$ cat src/rtl/dvp_pkg.sv
// Shared types and constants for the DVP capture block.
package dvp_pkg;

  localparam int unsigned DATA_W  = 12;
  localparam int unsigned ENTRY_W = 14;  // {SOF, EOL, DATA}
  localparam int unsigned CNT_W   = 16;

  typedef enum logic [1:0] {
    WAIT_FRAME = 2'd0,
    WAIT_LINE  = 2'd1,
    ACTIVE     = 2'd2
  } dvp_state_e;

  typedef logic [CNT_W-1:0] cnt_t;

  // Increment that sticks at all-ones instead of wrapping.
  function automatic cnt_t sat_inc(input cnt_t v);
    return (v == '1) ? v : v + CNT_W'(1);
  endfunction

endpackage

$ cat src/rtl/dvp_fifo.sv
// Single-clock synchronous FIFO; output shows the head entry, zero when empty.
module dvp_fifo #(
  parameter int unsigned DEPTH = 16,
  parameter int unsigned WIDTH = 14
) (
  input  logic             clk,
  input  logic             rst_n,
  input  logic             push,
  input  logic [WIDTH-1:0] din,
  input  logic             pop,
  output logic [WIDTH-1:0] dout,
  output logic             empty,
  output logic             full
);

  localparam int unsigned AW = $clog2(DEPTH);

  logic [AW-1:0]    wr_ptr_q, wr_ptr_d;
  logic [AW-1:0]    rd_ptr_q, rd_ptr_d;
  logic [AW:0]      count_q, count_d;
  logic [WIDTH-1:0] mem_q [DEPTH];
  logic             do_push, do_pop;

  assign empty   = (count_q == '0);
  assign full    = (count_q == (AW+1)'(DEPTH));
  assign do_pop  = pop & ~empty;
  // A pop in the same cycle frees the slot, so a full FIFO still accepts.
  assign do_push = push & (~full | do_pop);
  assign dout    = empty ? '0 : mem_q[rd_ptr_q];

  // Pointer and occupancy next-state.
  always_comb begin
    wr_ptr_d = wr_ptr_q;
    rd_ptr_d = rd_ptr_q;
    count_d  = count_q;
    if (do_push) wr_ptr_d = wr_ptr_q + AW'(1);
    if (do_pop)  rd_ptr_d = rd_ptr_q + AW'(1);
    case ({do_push, do_pop})
      2'b10:   count_d = count_q + (AW+1)'(1);
      2'b01:   count_d = count_q - (AW+1)'(1);
      default: count_d = count_q;
    endcase
  end

  // Pointer and occupancy registers.
  always_ff @(posedge clk) begin
    if (!rst_n) begin
      wr_ptr_q <= '0;
      rd_ptr_q <= '0;
      count_q  <= '0;
    end else begin
      wr_ptr_q <= wr_ptr_d;
      rd_ptr_q <= rd_ptr_d;
      count_q  <= count_d;
    end
  end

  // Storage array; contents are don't-care until written.
  always_ff @(posedge clk) begin
    if (do_push) mem_q[wr_ptr_q] <= din;
  end

endmodule

$ cat src/rtl/dvp_capture.sv
// DVP camera capture: oversamples the camera bus in the CLK domain, frames
// pixels into {SOF, EOL, DATA} beats and queues them for a valid/ready sink.
module dvp_capture
  import dvp_pkg::*;
#(
  parameter int unsigned FIFO_DEPTH = 16,
  parameter bit          VSYNC_POL  = 1'b1,
  parameter bit          HSYNC_POL  = 1'b1
) (
  input  logic              CLK,
  input  logic              RST_N,
  input  logic              DVP_PCLK,
  input  logic              DVP_VSYNC,
  input  logic              DVP_HSYNC,
  input  logic [DATA_W-1:0] DVP_DATA,
  output logic [DATA_W-1:0] PIX_DATA,
  output logic              PIX_SOF,
  output logic              PIX_EOL,
  output logic              PIX_VALID,
  input  logic              PIX_READY,
  output logic              OVERFLOW,
  output logic [CNT_W-1:0]  LINE_LEN,
  output logic [CNT_W-1:0]  FRAME_LINES
);

  dvp_state_e              state_q, state_d;
  logic [1:0]              pclk_ff_q, pclk_ff_d;
  logic [1:0]              vsync_ff_q, vsync_ff_d;
  logic [1:0]              hsync_ff_q, hsync_ff_d;
  logic [1:0][DATA_W-1:0]  data_ff_q, data_ff_d;
  logic                    pclk_prev_q, pclk_prev_d;
  logic                    vsync_prev_q, vsync_prev_d;
  logic [2:0]              fill_q, fill_d;
  logic [DATA_W-1:0]       stage_q, stage_d;
  logic                    sof_pending_q, sof_pending_d;
  logic                    overflow_q, overflow_d;
  cnt_t                    pix_cnt_q, pix_cnt_d;
  cnt_t                    line_cnt_q, line_cnt_d;
  cnt_t                    line_len_q, line_len_d;
  cnt_t                    frame_lines_q, frame_lines_d;

  logic                    sync_ok, pclk_event, vs_act, vs_prev_act, vs_rise, vs_fall, hs_act;
  logic                    fifo_push, fifo_pop, fifo_empty, fifo_full;
  logic [ENTRY_W-1:0]      push_entry, fifo_dout;

  // The synchronizers clear to 0 on reset, which may not be the true line
  // level; edges are only trusted once both the sync stage and the history
  // flop hold real samples, so a sync held active through reset is not
  // mistaken for a fresh edge.
  assign sync_ok     = fill_q[2];
  assign pclk_event  = sync_ok & pclk_ff_q[1] & ~pclk_prev_q;
  assign vs_act      = (vsync_ff_q[1] == VSYNC_POL);
  assign vs_prev_act = (vsync_prev_q == VSYNC_POL);
  assign vs_rise     = sync_ok & vs_act & ~vs_prev_act;
  assign vs_fall     = sync_ok & ~vs_act & vs_prev_act;
  assign hs_act      = (hsync_ff_q[1] == HSYNC_POL);
  assign fifo_pop    = PIX_VALID & PIX_READY;

  // Synchronizers, framing FSM, counters and FIFO push decision.
  always_comb begin
    state_d       = state_q;
    stage_d       = stage_q;
    sof_pending_d = sof_pending_q;
    overflow_d    = overflow_q;
    pix_cnt_d     = pix_cnt_q;
    line_cnt_d    = line_cnt_q;
    line_len_d    = line_len_q;
    frame_lines_d = frame_lines_q;
    fifo_push     = 1'b0;
    push_entry    = {sof_pending_q, ~hs_act, stage_q};

    pclk_ff_d     = {pclk_ff_q[0], DVP_PCLK};
    vsync_ff_d    = {vsync_ff_q[0], DVP_VSYNC};
    hsync_ff_d    = {hsync_ff_q[0], DVP_HSYNC};
    data_ff_d[0]  = DVP_DATA;
    data_ff_d[1]  = data_ff_q[0];
    pclk_prev_d   = pclk_ff_q[1];
    vsync_prev_d  = vsync_ff_q[1];
    fill_d        = {fill_q[1:0], 1'b1};

    if (vs_fall) frame_lines_d = line_cnt_q;

    if (vs_rise) begin
      state_d       = WAIT_LINE;
      sof_pending_d = 1'b1;
      line_cnt_d    = '0;
      pix_cnt_d     = '0;
      stage_d       = '0;
    end else if (pclk_event) begin
      case (state_q)
        WAIT_LINE: begin
          if (hs_act) begin
            stage_d   = data_ff_q[1];
            pix_cnt_d = CNT_W'(1);
            state_d   = ACTIVE;
          end
        end
        ACTIVE: begin
          fifo_push = 1'b1;
          if (fifo_full && !fifo_pop) begin
            overflow_d = 1'b1;
            state_d    = WAIT_FRAME;
          end else begin
            sof_pending_d = 1'b0;
            if (hs_act) begin
              stage_d   = data_ff_q[1];
              pix_cnt_d = sat_inc(pix_cnt_q);
            end else begin
              line_len_d = pix_cnt_q;
              line_cnt_d = sat_inc(line_cnt_q);
              state_d    = WAIT_LINE;
            end
          end
        end
        default: state_d = state_q;
      endcase
    end
  end

  // State and datapath registers.
  always_ff @(posedge CLK) begin
    if (!RST_N) begin
      state_q       <= WAIT_FRAME;
      pclk_ff_q     <= '0;
      vsync_ff_q    <= '0;
      hsync_ff_q    <= '0;
      data_ff_q     <= '0;
      pclk_prev_q   <= 1'b0;
      vsync_prev_q  <= 1'b0;
      fill_q        <= '0;
      stage_q       <= '0;
      sof_pending_q <= 1'b0;
      overflow_q    <= 1'b0;
      pix_cnt_q     <= '0;
      line_cnt_q    <= '0;
      line_len_q    <= '0;
      frame_lines_q <= '0;
    end else begin
      state_q       <= state_d;
      pclk_ff_q     <= pclk_ff_d;
      vsync_ff_q    <= vsync_ff_d;
      hsync_ff_q    <= hsync_ff_d;
      data_ff_q     <= data_ff_d;
      pclk_prev_q   <= pclk_prev_d;
      vsync_prev_q  <= vsync_prev_d;
      fill_q        <= fill_d;
      stage_q       <= stage_d;
      sof_pending_q <= sof_pending_d;
      overflow_q    <= overflow_d;
      pix_cnt_q     <= pix_cnt_d;
      line_cnt_q    <= line_cnt_d;
      line_len_q    <= line_len_d;
      frame_lines_q <= frame_lines_d;
    end
  end

  dvp_fifo #(
    .DEPTH (FIFO_DEPTH),
    .WIDTH (ENTRY_W)
  ) u_fifo (
    .clk   (CLK),
    .rst_n (RST_N),
    .push  (fifo_push),
    .din   (push_entry),
    .pop   (fifo_pop),
    .dout  (fifo_dout),
    .empty (fifo_empty),
    .full  (fifo_full)
  );

  assign {PIX_SOF, PIX_EOL, PIX_DATA} = fifo_dout;
  assign PIX_VALID   = ~fifo_empty;
  assign OVERFLOW    = overflow_q;
  assign LINE_LEN    = line_len_q;
  assign FRAME_LINES = frame_lines_q;

endmodule

$ cat config.mk
export PLATFORM = sky130hd
export DESIGN_NAME = dvp_capture
export DESIGN_NICKNAME = d
export VERILOG_FILES = /design/src/rtl/dvp_pkg.sv /design/src/rtl/dvp_fifo.sv /design/src/rtl/dvp_capture.sv
export SDC_FILE = /design/constraint.sdc
export NUM_CORES = 1
export LEC_CHECK = 0
export ABC_AREA = 1
export BUFFER_PORTS_ARGS = -buffer_cell sky130_fd_sc_hd__buf_2
export CORE_ASPECT_RATIO = 1.75
export CORE_MARGIN = 10
export CORE_UTILIZATION = 60
export DETAILED_ROUTE_END_ITERATION = 12
export PLACE_DENSITY = 0.85
export SLEW_MARGIN = 20
export SYNTH_ARGS = -nofsm -noshare
export SYNTH_HDL_FRONTEND = slang
export SYNTH_HIERARCHICAL = 1
export SYNTH_SLANG_ARGS = --single-unit
$ cat constraint.sdc
create_clock -name CLK -period 5.95 [get_ports CLK]
set_clock_uncertainty 0.05 [all_clocks]
set_input_delay 1.19 -clock CLK [delete_from_list [all_inputs] [get_ports CLK]]
set_output_delay 1.19 -clock CLK [all_outputs]
set_load 0.02 [all_outputs]
==> results.cfg, run 1 <==
[clock_network]
ctsHoldBuffers = 0
cts_setup_buffers = 0
cts_resized = 0
root_buffer = clkbuf_16
cts.path.max_buffers = 3
cts_tree = yes
h-tree-depth = 1
clk_pin_slew_worst_paths_ps = 70
cts.sinks = 356
insertion_delay_ps = 560
cts_buffers = 29

[timing]
hold_violations = 0
finalSetupTns_ps = 0
max-slew-margin-rel = 0.251
min_period_over_period = 0.737
drv_slew = 0
worst_slack_ps = 1570
fmax_mhz = 228
setup_viol = 0
min_period_ps = 4380
rsz0062_at_grt = false
worst_pin_slew_ps = 1120

[yosys]
yosys.area.top_type = edfxtp_1
netlist_instances = 1509
synth_compound_area_frac = 0.0771
synth-main-ff-cell = edfxtp_1
synth.yosys.warnings = 6
yosys.area.top_type_share = 0.461
synth_top_family_by_area = simple AND/OR/NAND/NOR gates
synthXorXnorAreaFrac = 0.00840
syn_nets = 1538
synth_common_cells = 407 x nand2_1, 224 x edfxtp_1, 166 x nand3_1
synth.avg_cell_area_um2 = 9.67
synth-edff-count = 224
yosysSeqAreaShare = 0.642
synth_fa_ha_area_frac = 0.00995
yosysUniqueCellTypes = 35
ys_top_cells_by_area = edfxtp_1 46%, dfxtp_1 18%, nand2_1 10%
synth-simple-area-share = 0.209
synth.area.mux_share = 0
async_reset_ff_frac = 0
synth_seq_cells = 356
synth.most_common_cell = nand2_1
syn_area_um2 = 14600

[worst_setup_path]
worstPathRequired_ps = 4710
worst_path_largest_cell_delay_ps = 740
crit_chain = inv_2 -> buf_4 -> nand2_1 -> nand3_1 -> nand2_1 -> a21oi_1 -> o31ai_1 -> a21oi_1 -> buf_2
critPathTopFamily = buffers and inverters
critical_path_class = reg -> out
worstPathArrival_ps = 3140
crit_path_end_kind = output pin
cp.buffers_inverters = 3
cpMaxStageDelayCell = inv_2
cp_max_fo = 62
crit_path_start_kind = register

[global_routing]
grt_pass1_vias = 10800
global_route.usage.total = 0.226
grt-ovfl-total = 0
antenna_found_initial = 0
grt_pass1_wl_um = 55300
grt_max_degree = 113

[power_and_ir_drop]
powerDensity_nw_per_um2 = 287
total_power_uw = 4620
peakVddDrop_v = 0.000276
power_leakage_uw = 0.00635

[die]
die_x_um = 138
die_h_um = 226
core_area_um2 = 24000
rows = 75
start_util = 0.607
dieArea_um2 = 31200
io_pins = 66

[detailed_routing]
vias = 10900
avgViaCountPerCell = 5.79
wl_per_cell_um = 18.5
drc = 0
drt_pass1_iterations = 7
drtIter0Drc = 1043
antenna_left = 0
routed_wirelength_um = 34800

[placed_design]
port-buffer-count = 65
place_hpwl_um = 22000
gp_congestion = 0.901
placed_cell_area_um2 = 15100
post-place-ws_ps = 2140

[finish]
final-seq-area_um2 = 9370
fillers = 1782
multi_input_area_um2 = 4470
n_antenna_cell = 0
num-nets-final = 1579
final_layout_size_suffix_gt1_frac = 0.104
stdcell_area_um2 = 16100
syn_to_final_growth_pct = 10.4
post-route-util = 0.671

[outcome]
status = completed

[run]
max_cap_viol_count = 0

[worst_hold_path]
hold_path.class = reg -> reg
==> final timing paths <==
| kind | from | to | slack, ps | depth (start not counted) |
|---|---|---|---|---|
| max | register | PIX_DATA[7] | 1570 | 9 |
| min | data_ff_d[16]$_SDFF_PN0_ | data_ff_q[16]$_SDFF_PN0_ | 360 | 2 |
| max reg2reg | state_q[1]$_SDFFE_PP0P_ | u_fifo/mem_q[3][3]$_DFFE_PP_ | 2290 | 8 |
| min reg2reg | data_ff_d[16]$_SDFF_PN0_ | data_ff_q[16]$_SDFF_PN0_ | 360 | 2 |
==> cell usage in the layout, fill, tap and decap left out, types with 4 or more instances in the layout <==
| master | netlist | layout |
|---|---|---|
| nand2_1 | 407 | 407 |
| edfxtp_1 | 224 | 224 |
| nand3_1 | 166 | 166 |
| dfxtp_1 | 132 | 130 |
| a21oi_1 | 118 | 118 |
| nor2_1 | 128 | 117 |
| inv_1 | 110 | 112 |
| buf_2 | 30 | 65 |
| o21ai_0 | 64 | 64 |
| clkbuf_16 | 0 | 30 |
| o31ai_1 | 14 | 14 |
| nor2_2 | 2 | 13 |
| buf_4 | 5 | 13 |
| xor2_1 | 12 | 12 |
| nand4_1 | 10 | 10 |
| o21ai_1 | 10 | 10 |
| ha_1 | 10 | 10 |
| inv_2 | 8 | 8 |
| bufinv_16 | 0 | 4 |
==> logic make-up after synthesis <==
group,Yosys count
compound gates,212
xor+xnor,14
fa+ha+maj,11
buf+inv,189
flops,356
simple gates,727
==> layout make-up <==
class / count / area share
clock buffer: 36 / 0.0499
clock inverter: 15 / 0.0119
inverter: 120 / 0.0280
multi-input combinational: 964 / 0.277
sequential: 356 / 0.582
tap: 308 / 0.0239
timing repair buffer: 79 / 0.0270
==> state kept, by name, summed over array words and instances, names as in the netlist, 12 cells and up, named ones only <==
register / count
FRAME_LINES: 16
LINE_LEN: 16
data_ff_d: 12
data_ff_q: 12
line_cnt_q: 16
pix_cnt_q: 16
stage_q: 12
u_fifo/mem_q: 224
==> tightest hold or removal path: cells and delay by family, from the launching register on <==
kind	cells	cell delay, ps
buffers and inverters	1	40
flip-flops	1	310
AND/OR/NAND/NOR	1	40
==> through the flow <==
step / cells / hold WS [ps]
after detailed placement: 1827 / 348
final: 1878 / 363
after global routing: 1878 / 384
after CTS: 1878 / 367
after floorplan: 1509 / 340
after global placement: 1827 / 345
==> routing by layer <==
layer	track usage	up-vias	share of wire
li1	-	5116	-
met1	0.234	5094	0.33
met2	0.417	535	0.54
met3	0.0330	138	0.071
met4	0.127	0	0.055
met5	0	-	0
==> power by group <==
group          internal, µW  leakage (µW)  switching (µW)
clock network          1130      0.000487             837
registers              2600       0.00316            4.56
logic                  11.9       0.00270            26.2
Power figures use the tool's default switching activity.
==> run 2: changes to the inputs <==
- clock period: 5.95 -> 4.4 ns (I/O delays scaled with it)
==> results.cfg, run 2 (synthesis results as in run 1) <==
[outcome]
status = completed

[timing]
setup_viol = 0
rsz0062_at_grt = false
finalSetupTns_ps = 0
hold_violations = 0
max-slew-margin-rel = 0.410
min_period_ps = 3890
worst_slack_ps = 514
min_period_over_period = 0.883
fmax_mhz = 257
drv_slew = 0
worst_pin_slew_ps = 884
fin_hold_ws_ps = 359

[detailed_routing]
drc = 0
antenna_left = 0
routed_wirelength_um = 34500
vias = 10900
wl_met1_um = 11800
avgViaCountPerCell = 5.74
drt_pass1_iterations = 7
wl_per_cell_um = 18.2
drtIter0Drc = 976
highest_layer = met4
wl_met2_um = 18600
met3_length_um = 2350

[global_routing]
grt_pass1_wl_um = 54700
grt_pass1_vias = 11000
global_route.usage.total = 0.221
antenna_found_initial = 0
grt_max_degree = 81
grt-ovfl-total = 0

[finish]
largest_reg_flops = 224
final_cell_mix = 407 x nand2_1, 224 x edfxtp_1, 166 x nand3_1
stdcell_area_um2 = 16200
syn_to_final_growth_pct = 11.1
fillers = 1753
top_register = u_fifo/mem_q
num-nets-final = 1592
final_layout_size_suffix_gt1_frac = 0.108
final_common_cell = nand2_1
n_antenna_cell = 0

[clock_network]
clk_pin_slew_worst_paths_ps = 70
cts.sinks = 356
cts_buffers = 29
cts_setup_buffers = 0
h-tree-depth = 1
cts_resized = 0
cts_tree = yes
ctsHoldBuffers = 0
root_buffer = clkbuf_16
insertion_delay_ps = 570
cts.path.max_buffers = 3

[power_and_ir_drop]
power_leakage_uw = 0.00644
peakVddDrop_v = 0.000438
powerDensity_nw_per_um2 = 389

[worst_hold_path]
hold_path.class = reg -> reg

[worst_setup_path]
crit_path_start_kind = register
rr_startpoint = state_q[1]$_SDFFE_PP0P_
crit_chain = buf_4 -> nand2_1 -> nand3_1 -> nand2_1 -> a21oi_1 -> o31ai_1 -> a21oi_1 -> buf_2
critical_path_class = reg -> out
worst_path_largest_cell_delay_ps = 690
reg2reg_slack_ps = 1060
cp_max_fo = 77
worstPathArrival_ps = 2960
rr_endpoint = u_fifo/mem_q[11][8]$_DFFE_PP_
crit_end = PIX_DATA[9]
worstPathRequired_ps = 3470
r2r_cells = 9
crit_path_end_kind = output pin
cpMaxStageDelayCell = buf_4

[die]
rows = 75
dieArea_um2 = 31200
die_h_um = 226
io_pins = 66
start_util = 0.607
core_area_um2 = 24000
die_x_um = 138

[placed_design]
gp_congestion = 0.925
post-place-ws_ps = 1090
placed_cell_area_um2 = 15200
place_hpwl_um = 21700
port-buffer-count = 65

[run]
max_cap_viol_count = 0
-- run 2: through the flow --
stage               power [µW]  cells  utilization
floorplan                 3630   1509            -
global placement          3650   1840        0.632
detailed placement        3650   1840        0.632
CTS                       6340   1894        0.675
global route              6440   1894        0.675
finish                    6300   1894        0.675
-- run 2: cell type report --
type                            count  area [µm²]  share of cell area
Clock buffer                       35         800              0.0493
Clock inverter                     19         216              0.0134
Inverter                          120         450              0.0278
Multi-Input combinational cell    964        4440               0.274
Sequential cell                   356        9370               0.578
Tap cell                          308         385              0.0238
Timing Repair Buffer               92         541              0.0333
-- run 2: how the worst min path moves through the flow --
stage	slack [ps]	cells after the start	start	endpoint
after floorplan	340	2	data_ff_d[12]$_SDFF_PN0_	data_ff_q[12]$_SDFF_PN0_
after global placement	340	2	data_ff_d[22]$_SDFF_PN0_	data_ff_q[22]$_SDFF_PN0_
after detailed placement	350	2	hsync_ff_q[0]$_SDFF_PN0_	hsync_ff_q[1]$_SDFF_PN0_
after CTS	360	2	hsync_ff_q[0]$_SDFF_PN0_	hsync_ff_q[1]$_SDFF_PN0_
after global routing	380	2	pclk_ff_q[0]$_SDFF_PN0_	pclk_ff_q[1]$_SDFF_PN0_
final	360	2	hsync_ff_q[0]$_SDFF_PN0_	hsync_ff_q[1]$_SDFF_PN0_
-- run 2: where the power goes --
| group | switching [µW] | internal, µW |
|---|---|---|
| Clock | 1180 | 1540 |
| Combinational | 35.2 | 16.1 |
| Sequential | 6.11 | 3520 |
| Total | 1220 | 5080 |
-- run 2: worst max-delay path: cells and delay by family, from the launching register on --
family / cells / cell delay [ps]
flip-flops: 1 / 600
AND/OR/NAND/NOR: 3 / 350
AO/OA/AOI/OAI: 3 / 470
buffers and inverters: 2 / 920
-- run 2: routing by layer --
metal | global-route usage | vias to the layer above
met1 | 0.229 | 5088
li1 | - | 5150
met3 | 0.0270 | 124
met4 | 0.127 | 0
met5 | 0 | -
met2 | 0.410 | 516
